## config.mk

```make
export PLATFORM = sky130hd
export DESIGN_NAME = cnt60_disp_src
export DESIGN_NICKNAME = d
export VERILOG_FILES = /design/src/rtl/cnt60_disp_src_pkg.sv /design/src/rtl/seg7_dec.sv /design/src/rtl/cnt60_disp_src.sv
export SDC_FILE = /design/constraint.sdc
export NUM_CORES = 1
export LEC_CHECK = 0
export CORE_ASPECT_RATIO = 0.8
export CORE_MARGIN = 2
export CORE_UTILIZATION = 53
export DETAILED_ROUTE_END_ITERATION = 10
export GPL_TIMING_DRIVEN = 1
export PLACE_DENSITY_LB_ADDON = 0.05
export SETUP_SLACK_MARGIN = 0.4
export SLEW_MARGIN = 30
export SYNTH_ARGS = -nofsm -noshare
export SYNTH_HDL_FRONTEND = slang
export SYNTH_HIERARCHICAL = 1
export SYNTH_SLANG_ARGS = --single-unit
```

## constraint.sdc

```tcl
create_clock -name CLK -period 2.26 [get_ports CLK]
set_input_delay 0.226 -clock CLK [delete_from_list [all_inputs] [get_ports CLK]]
set_output_delay 0.226 -clock CLK [all_outputs]
set_load 0.05 [all_outputs]
```

## src/rtl/cnt60_disp_src_pkg.sv

```systemverilog
// Shared constants for the MM:SS stopwatch display source.
// Segment codes are active-low, bit0..6 = a..g, bit7 = decimal point.
package cnt60_disp_src_pkg;

    localparam logic [7:0] SEG_0     = 8'hC0;
    localparam logic [7:0] SEG_1     = 8'hF9;
    localparam logic [7:0] SEG_2     = 8'hA4;
    localparam logic [7:0] SEG_3     = 8'hB0;
    localparam logic [7:0] SEG_4     = 8'h99;
    localparam logic [7:0] SEG_5     = 8'h92;
    localparam logic [7:0] SEG_6     = 8'h82;
    localparam logic [7:0] SEG_7     = 8'hF8;
    localparam logic [7:0] SEG_8     = 8'h80;
    localparam logic [7:0] SEG_9     = 8'h90;
    localparam logic [7:0] SEG_BLANK = 8'hFF;

    localparam int unsigned DP_BIT = 7;

endpackage

```

## src/rtl/seg7_dec.sv

```systemverilog
// Combinational BCD to active-low 7-segment decoder; codes 10..15 blank the digit.
module seg7_dec
    import cnt60_disp_src_pkg::*;
(
    input  logic [3:0] bcd,
    output logic [7:0] seg
);

    always_comb begin
        seg = SEG_BLANK;
        case (bcd)
            4'd0:    seg = SEG_0;
            4'd1:    seg = SEG_1;
            4'd2:    seg = SEG_2;
            4'd3:    seg = SEG_3;
            4'd4:    seg = SEG_4;
            4'd5:    seg = SEG_5;
            4'd6:    seg = SEG_6;
            4'd7:    seg = SEG_7;
            4'd8:    seg = SEG_8;
            4'd9:    seg = SEG_9;
            default: seg = SEG_BLANK;
        endcase
    end

endmodule

```

## src/rtl/cnt60_disp_src.sv

```systemverilog
// MM:SS BCD stopwatch with start/stop and clear buttons, driving four registered
// active-low segment buses and a free-running scanner ENABLE strobe.
module cnt60_disp_src
    import cnt60_disp_src_pkg::*;
#(
    parameter int unsigned TICK_DIV = 50000000,
    parameter int unsigned SCAN_DIV = 50000
) (
    input  logic       CLK,
    input  logic       RESET_N,
    input  logic       START_STOP,
    input  logic       CLEAR,
    output logic       ENABLE,
    output logic [7:0] L1,
    output logic [7:0] L2,
    output logic [7:0] L3,
    output logic [7:0] L4,
    output logic       CARRY
);

    localparam int unsigned TW = $clog2(TICK_DIV);
    localparam int unsigned SW = $clog2(SCAN_DIV);
    localparam logic [TW-1:0] TICK_LAST = TW'(TICK_DIV - 1);
    localparam logic [SW-1:0] SCAN_LAST = SW'(SCAN_DIV - 1);

    logic [1:0]    ss_sync_q, clr_sync_q;
    logic          ss_prev_q, clr_prev_q;
    logic          run_q, run_d;
    logic [TW-1:0] presc_q, presc_d;
    logic [3:0]    su_q, st_q, mu_q, mt_q;
    logic [3:0]    su_d, st_d, mu_d, mt_d;
    logic          carry_q, carry_d;
    logic [SW-1:0] scan_q;
    logic [7:0]    l1_q, l2_q, l3_q, l4_q, l2_d;
    logic [7:0]    seg_mt, seg_mu, seg_st, seg_su;
    logic          ss_rise, clr_rise, tick;

    assign ss_rise  = ss_sync_q[1] & ~ss_prev_q;
    assign clr_rise = clr_sync_q[1] & ~clr_prev_q;
    assign tick     = run_q && (presc_q == TICK_LAST);

    always_comb begin
        run_d   = run_q;
        presc_d = presc_q;
        su_d    = su_q;
        st_d    = st_q;
        mu_d    = mu_q;
        mt_d    = mt_q;
        carry_d = 1'b0;
        if (clr_rise) begin
            // Clear beats both a coincident tick and a coincident start/stop.
            run_d   = 1'b0;
            presc_d = '0;
            su_d    = 4'd0;
            st_d    = 4'd0;
            mu_d    = 4'd0;
            mt_d    = 4'd0;
        end else begin
            if (ss_rise) run_d = ~run_q;
            if (tick) begin
                presc_d = '0;
                if (su_q != 4'd9) su_d = su_q + 4'd1;
                else begin
                    su_d = 4'd0;
                    if (st_q != 4'd5) st_d = st_q + 4'd1;
                    else begin
                        st_d = 4'd0;
                        if (mu_q != 4'd9) mu_d = mu_q + 4'd1;
                        else begin
                            mu_d = 4'd0;
                            if (mt_q != 4'd5) mt_d = mt_q + 4'd1;
                            else begin
                                mt_d    = 4'd0;
                                carry_d = 1'b1;
                            end
                        end
                    end
                end
            end else if (run_q) begin
                presc_d = presc_q + TW'(1);
            end
        end
    end

    seg7_dec u_dec_mt (.bcd(mt_q), .seg(seg_mt));
    seg7_dec u_dec_mu (.bcd(mu_q), .seg(seg_mu));
    seg7_dec u_dec_st (.bcd(st_q), .seg(seg_st));
    seg7_dec u_dec_su (.bcd(su_q), .seg(seg_su));

    // Colon dot is lit (low) while running.
    always_comb begin
        l2_d         = seg_mu;
        l2_d[DP_BIT] = ~run_q;
    end

    always_ff @(posedge CLK) begin
        if (!RESET_N) begin
            ss_sync_q  <= '0;
            clr_sync_q <= '0;
            ss_prev_q  <= 1'b0;
            clr_prev_q <= 1'b0;
            run_q      <= 1'b0;
            presc_q    <= '0;
            su_q       <= 4'd0;
            st_q       <= 4'd0;
            mu_q       <= 4'd0;
            mt_q       <= 4'd0;
            carry_q    <= 1'b0;
            scan_q     <= '0;
            l1_q       <= SEG_0;
            l2_q       <= SEG_0;
            l3_q       <= SEG_0;
            l4_q       <= SEG_0;
        end else begin
            ss_sync_q  <= {ss_sync_q[0], START_STOP};
            clr_sync_q <= {clr_sync_q[0], CLEAR};
            ss_prev_q  <= ss_sync_q[1];
            clr_prev_q <= clr_sync_q[1];
            run_q      <= run_d;
            presc_q    <= presc_d;
            su_q       <= su_d;
            st_q       <= st_d;
            mu_q       <= mu_d;
            mt_q       <= mt_d;
            carry_q    <= carry_d;
            scan_q     <= (scan_q == SCAN_LAST) ? '0 : scan_q + SW'(1);
            l1_q       <= seg_mt;
            l2_q       <= l2_d;
            l3_q       <= seg_st;
            l4_q       <= seg_su;
        end
    end

    assign ENABLE = (scan_q == SCAN_LAST);
    assign CARRY  = carry_q;
    assign L1     = l1_q;
    assign L2     = l2_q;
    assign L3     = l3_q;
    assign L4     = l4_q;

endmodule

```

# [After elaboration in Yosys (flattened, before gate mapping)]
# Memory sizes are Yosys's and may differ from the RTL's. A register that Yosys moved wholly into a read port is not among the register bits.
# Index checks and enable logic that the tools add are counted.
[totals] register_bits=98 mem_bits_ro=448 inputBits=4 output_inout_bits=34 word_cells=59 n_memories=4
[classes] n_addsub=6 eq_ne=6 muxes=5 bitwise=10 n_reduce_logical=12
[mem_list] name="(name not given)" words=16 width=7 read_ports=1 rd_clocked_by_memory_dff=1 wr=0 line_no="seg7_dec.sv:11" text="case (bcd)"
[mem_list] name="(name not given)" words=16 width=7 read_ports=1 rd_clocked_by_memory_dff=1 wr=0 line_no="seg7_dec.sv:11"
[mem_list] name="(name not given)" words=16 width=7 read_ports=1 rd_clocked_by_memory_dff=1 wr=0 line_no="seg7_dec.sv:11"
[mem_list] name="(name not given)" words=16 width=7 read_ports=1 rd_clocked_by_memory_dff=1 wr=0 line_no="seg7_dec.sv:11"
[ops] op="$add A26 B1 Y26 const B" n=1
[ops] op="$eq A26 B26 Y1 const B" n=1
[ops] op="$add A16 B1 Y16 const B" n=1
[ops] op="$add A4 B1 Y4 const B" n=4
[ops] op="$eq A16 B16 Y1 const B" n=1
[ops] op="$mux W4" n=4
[ops] op="$ne A4 B3 Y1 const B" n=2
[ops] op="$ne A4 B4 Y1 const B" n=2
[ops] op="$not A1 Y1" n=8
[ops] op="$reduce_or A6 Y1" n=1
[ops] op="$logic_not A1 Y1" n=4
[ops] op="$reduce_and A4 Y1" n=1
[ops] op="$reduce_or A2 Y1" n=2
[ops] op="$reduce_and A3 Y1" n=1
[ops] op="$reduce_or A3 Y1" n=1
[ops] op="$and A1 B1 Y1" n=2
[ops] op="$reduce_and A2 Y1" n=1
[ops] op="$logic_and A1 B1 Y1" n=1
[ops] op="$mux W1" n=1

# [Logic depth before layout (Yosys ltp)]
[logic_depth] ltp_word=4 mapped_depth=7 depth_no_buf=6

# [By module]
# The synthesis kept the hierarchy.
[modules_own_cells] module="cnt60_disp_src" instances=1 cells_each=395 area_each_um2=3789.9
[modules_own_cells] module="seg7_dec (u_dec_mt ...)" instances=3 cells_each=35 area_each_um2=221.5
[modules_own_cells] module="seg7_dec (u_dec_st)" instances=1 cells_each=33 area_each_um2=211.5

# [Worst setup path before layout]
# No wires, ideal clock.
[synth_path] path_kind="register to output" startpoint="register scan_q[0]" endpoint="output ENABLE" t_arrival_ps=1583 setup_slack_ps=451 stages_incl_launch_ff=5 n_path_buf=0 path_cell_list="dfxtp_1 > ha_1 > nand3_1 > or4_1 > inv_1"
[synth_via] elab_chain_cells=1
[synth_rtl] item="start: declaration" line_no="cnt60_disp_src.sv:33" text="logic [SW-1:0] scan_q;"
[synth_rtl] item="start signal: assignment" line_no="cnt60_disp_src.sv:126" text="scan_q <= (scan_q == SCAN_LAST) ? '0 : scan_q + SW'(1);"
[synth_rtl] item="$eq A16 B16 Y1" line_no="cnt60_disp_src.sv:134" text="assign ENABLE = (scan_q == SCAN_LAST);"
[synth_rtl] item="end: declaration" line_no="cnt60_disp_src.sv:13" text="output logic ENABLE,"
# Every way passes these cells.

# [Worst setup path in the final report]
[layout_path] startpoint="register scan_q[5]" endpoint="output ENABLE"
# Same word-level chain as after synthesis.

==> results.md <==
* WL final at 9.34 mm
* CP Capture Type: output pin
* Final net count at 614
* Die span in x at 109 um
* Combinational share of power at 0.030
* Average size of a mapped cell at 8.77 sq um
* Drt wl/cell at 13.2 um
* Psw at 667 uW
* Worst Skew at 0.0116 ns
* Final hold vios at 0
* DR pass1 iterations at 4
* Die Area at 9550 sq um
* Synth Warn # at 6
* Fmax at 472 MHz
* Final Cycle Share at 0.937
* CP max stage cell: or4b_1
* CP cell instances: or4b_1 -> or4_4 -> inv_4 -> buf_12
* Num CTS Buffers at 9
* Core ar. at 8520 sq um
* Hpwl dp at 6.17 mm
* CP Data Required Time at 2.03 ns
* Design area at 5700 sq um
* Endpoints failing setup at 0
* DR vias/cell at 5.17
* Relative slew slack at 0.214
* Worst vdd ir at 0.538 mV
* Setup WS pre-CTS at 0.192 ns
* Antenna Violating Nets Remaining at 0
* Buffers added on ports at 37
* H-tree depth at 3
* Overall Global Routing Usage at 0.206
* Vias in the first global route at 3,316
* Initial Utilization at 0.546
* Flop pwr share at 0.582
* Crit Path Max Fanout at 5
* Critical path launch point type: flop
* Cell Area, Placed at 5130 sq um
* Internal at 2.33 mW
* Number of max-cap violations at 0
* Worst Setup EP: ENABLE
* CTS sink cnt at 98
* DRT iter0 DRCs at 150
* R2R Path Start: scan_q[5]$_SDFF_PP0_
* CP Data Arrival Time at 1.89 ns
* Slowest stage delay, CP at 0.51 ns
* Crit path launch: scan_q[5]$_SDFF_PP0_
* CTS clk-pin slew, worst paths at 0.09 ns
* Worst reg-to-reg path cell count at 4
* DRC at 0
* Power Density at 526 nW/um^2
* CP Class: reg2out
* # fillers at 690
* Fin. max-slew vios at 0
* Boundary Pins at 38
* Clk Latency, worst-skew pair at 0.38 ns
* DR vias at 3,646
* Clk pwr share at 0.389
* Root Driver: clkbuf_8
* RR Endpoint: scan_q[7]$_SDFF_PP0_
* Cells after Synth at 531
* Largest net degree at the start of global routing at 26
* First-pass GRT wire length at 15.4 mm
* Remaining Overflow, GRT at 0
* Setup TNS at 0 ns
* Clk buf depth at 2
* RSZ-0062 raised after global routing: true
* R2r setup slk at 0.32 ns
* Minimum clock period at 2.12 ns
* Hold slack at 0.434 ns
* Synthesized cell area at 4650 sq um
* Diodes inserted at 0
* FP Rows at 30
* Lkg Pwr at 2.15 nW
* Share of cells above drive strength 1 at 0.187
* Sw Share at 0.222
* Syn nets at 557
* Die Span Y at 87.8 um
* Initial antenna violation count at 0
* CTS tree: yes
* Final Core Density at 0.669
* Status: finished, final reports clean
* Final WS setup at 0.142 ns
* P&R area growth vs syn at 22.6%
* Slew @ Worst Pin at 1.18 ns
* Hold crit path type: reg2reg
* Gpl congestion at 0.790
==> registers in the layout, indices dropped and copies added, names as in the netlist <==
signal	count
presc_q	26
scan_q	16
L1	8
L2	8
L3	8
L4	8
mt_q	4
mu_q	4
st_q	4
su_q	4
clr_sync_q	2
ss_sync_q	2
CARRY	1
clr_prev_q	1
run_q	1
ss_prev_q	1
==> metrics by stage <==
stage	cells	power, mW
global placement	671	1.87
floorplan	531	1.85
CTS	696	3.03
detailed placement	671	1.87
finish	705	3.00
global route	705	3.12
==> power by group through the flow <==
stage               clock (mW)  combinational (mW)  sequential [mW]
global route              1.28              0.0967             1.75
CTS                       1.20              0.0849             1.75
finish                    1.17              0.0886             1.75
detailed placement           0              0.0815             1.79
global placement             0              0.0806             1.79
floorplan                    0              0.0472             1.80
==> worst min path at each step <==
stage	start	cells after the start	endpoint
floorplan	CLEAR	1	clr_sync_q[0]$_SDFF_PN0_
global placement	ss_sync_q[0]$_SDFF_PN0_	1	ss_sync_q[1]$_SDFF_PN0_
detailed placement	ss_sync_q[0]$_SDFF_PN0_	1	ss_sync_q[1]$_SDFF_PN0_
CTS	CLEAR	2	clr_sync_q[0]$_SDFF_PN0_
global route	CLEAR	2	clr_sync_q[0]$_SDFF_PN0_
finish	scan_q[0]$_SDFF_PP0_	1	scan_q[0]$_SDFF_PP0_
==> what timing repair did <==
action                     4_1_cts  5_1_grt
setup endpoints to repair       33       56
pin swaps                       10       20
gates resized for setup         37       34
hold endpoints to repair         0        0
hold buffers                     0        0
buffers inserted                 9        9
==> layer usage <==
layer	share of wire	up-vias	global-route usage	routed length, um
met5	0	-	0	0
met4	0.014	0	0.0746	133
met3	0.039	11	0.0580	362
met2	0.46	54	0.316	4260
met1	0.49	1691	0.278	4580
li1	-	1890	-	-
==> layout make-up <==
class | count | area [sq um] | share of cell area
clock buffers | 11 | 151 | 0.0265
clock inverters | 5 | 52.6 | 0.00921
inverters | 21 | 81.3 | 0.0143
multi-input cells | 391 | 2660 | 0.466
flip-flops and latches | 98 | 2000 | 0.350
well taps | 112 | 140 | 0.0246
repair buffers | 67 | 621 | 0.109
==> critical path: cells and delay by family (launching register included) <==
family / cells / cell delay, ns
simple gates: 2 / 0.97
flops: 1 / 0.35
buf+inv: 2 / 0.20
==> layout by cell type (no fill, tap or decap), drive strengths merged, types with 5 or more instances in the layout <==
master         count
a21oi             24
and2              33
and3               7
and4               5
buf               31
clkbuf            11
clkdlybuf4s50     36
dfxtp             98
ha                22
inv               21
nand2             33
nand2b            22
nand3             13
nand4             18
nor2              75
nor2b              8
nor3               5
nor4               7
o21ai             33
or3                6
xnor2             16
xor2              27
(Power assumes the default switching activity.)
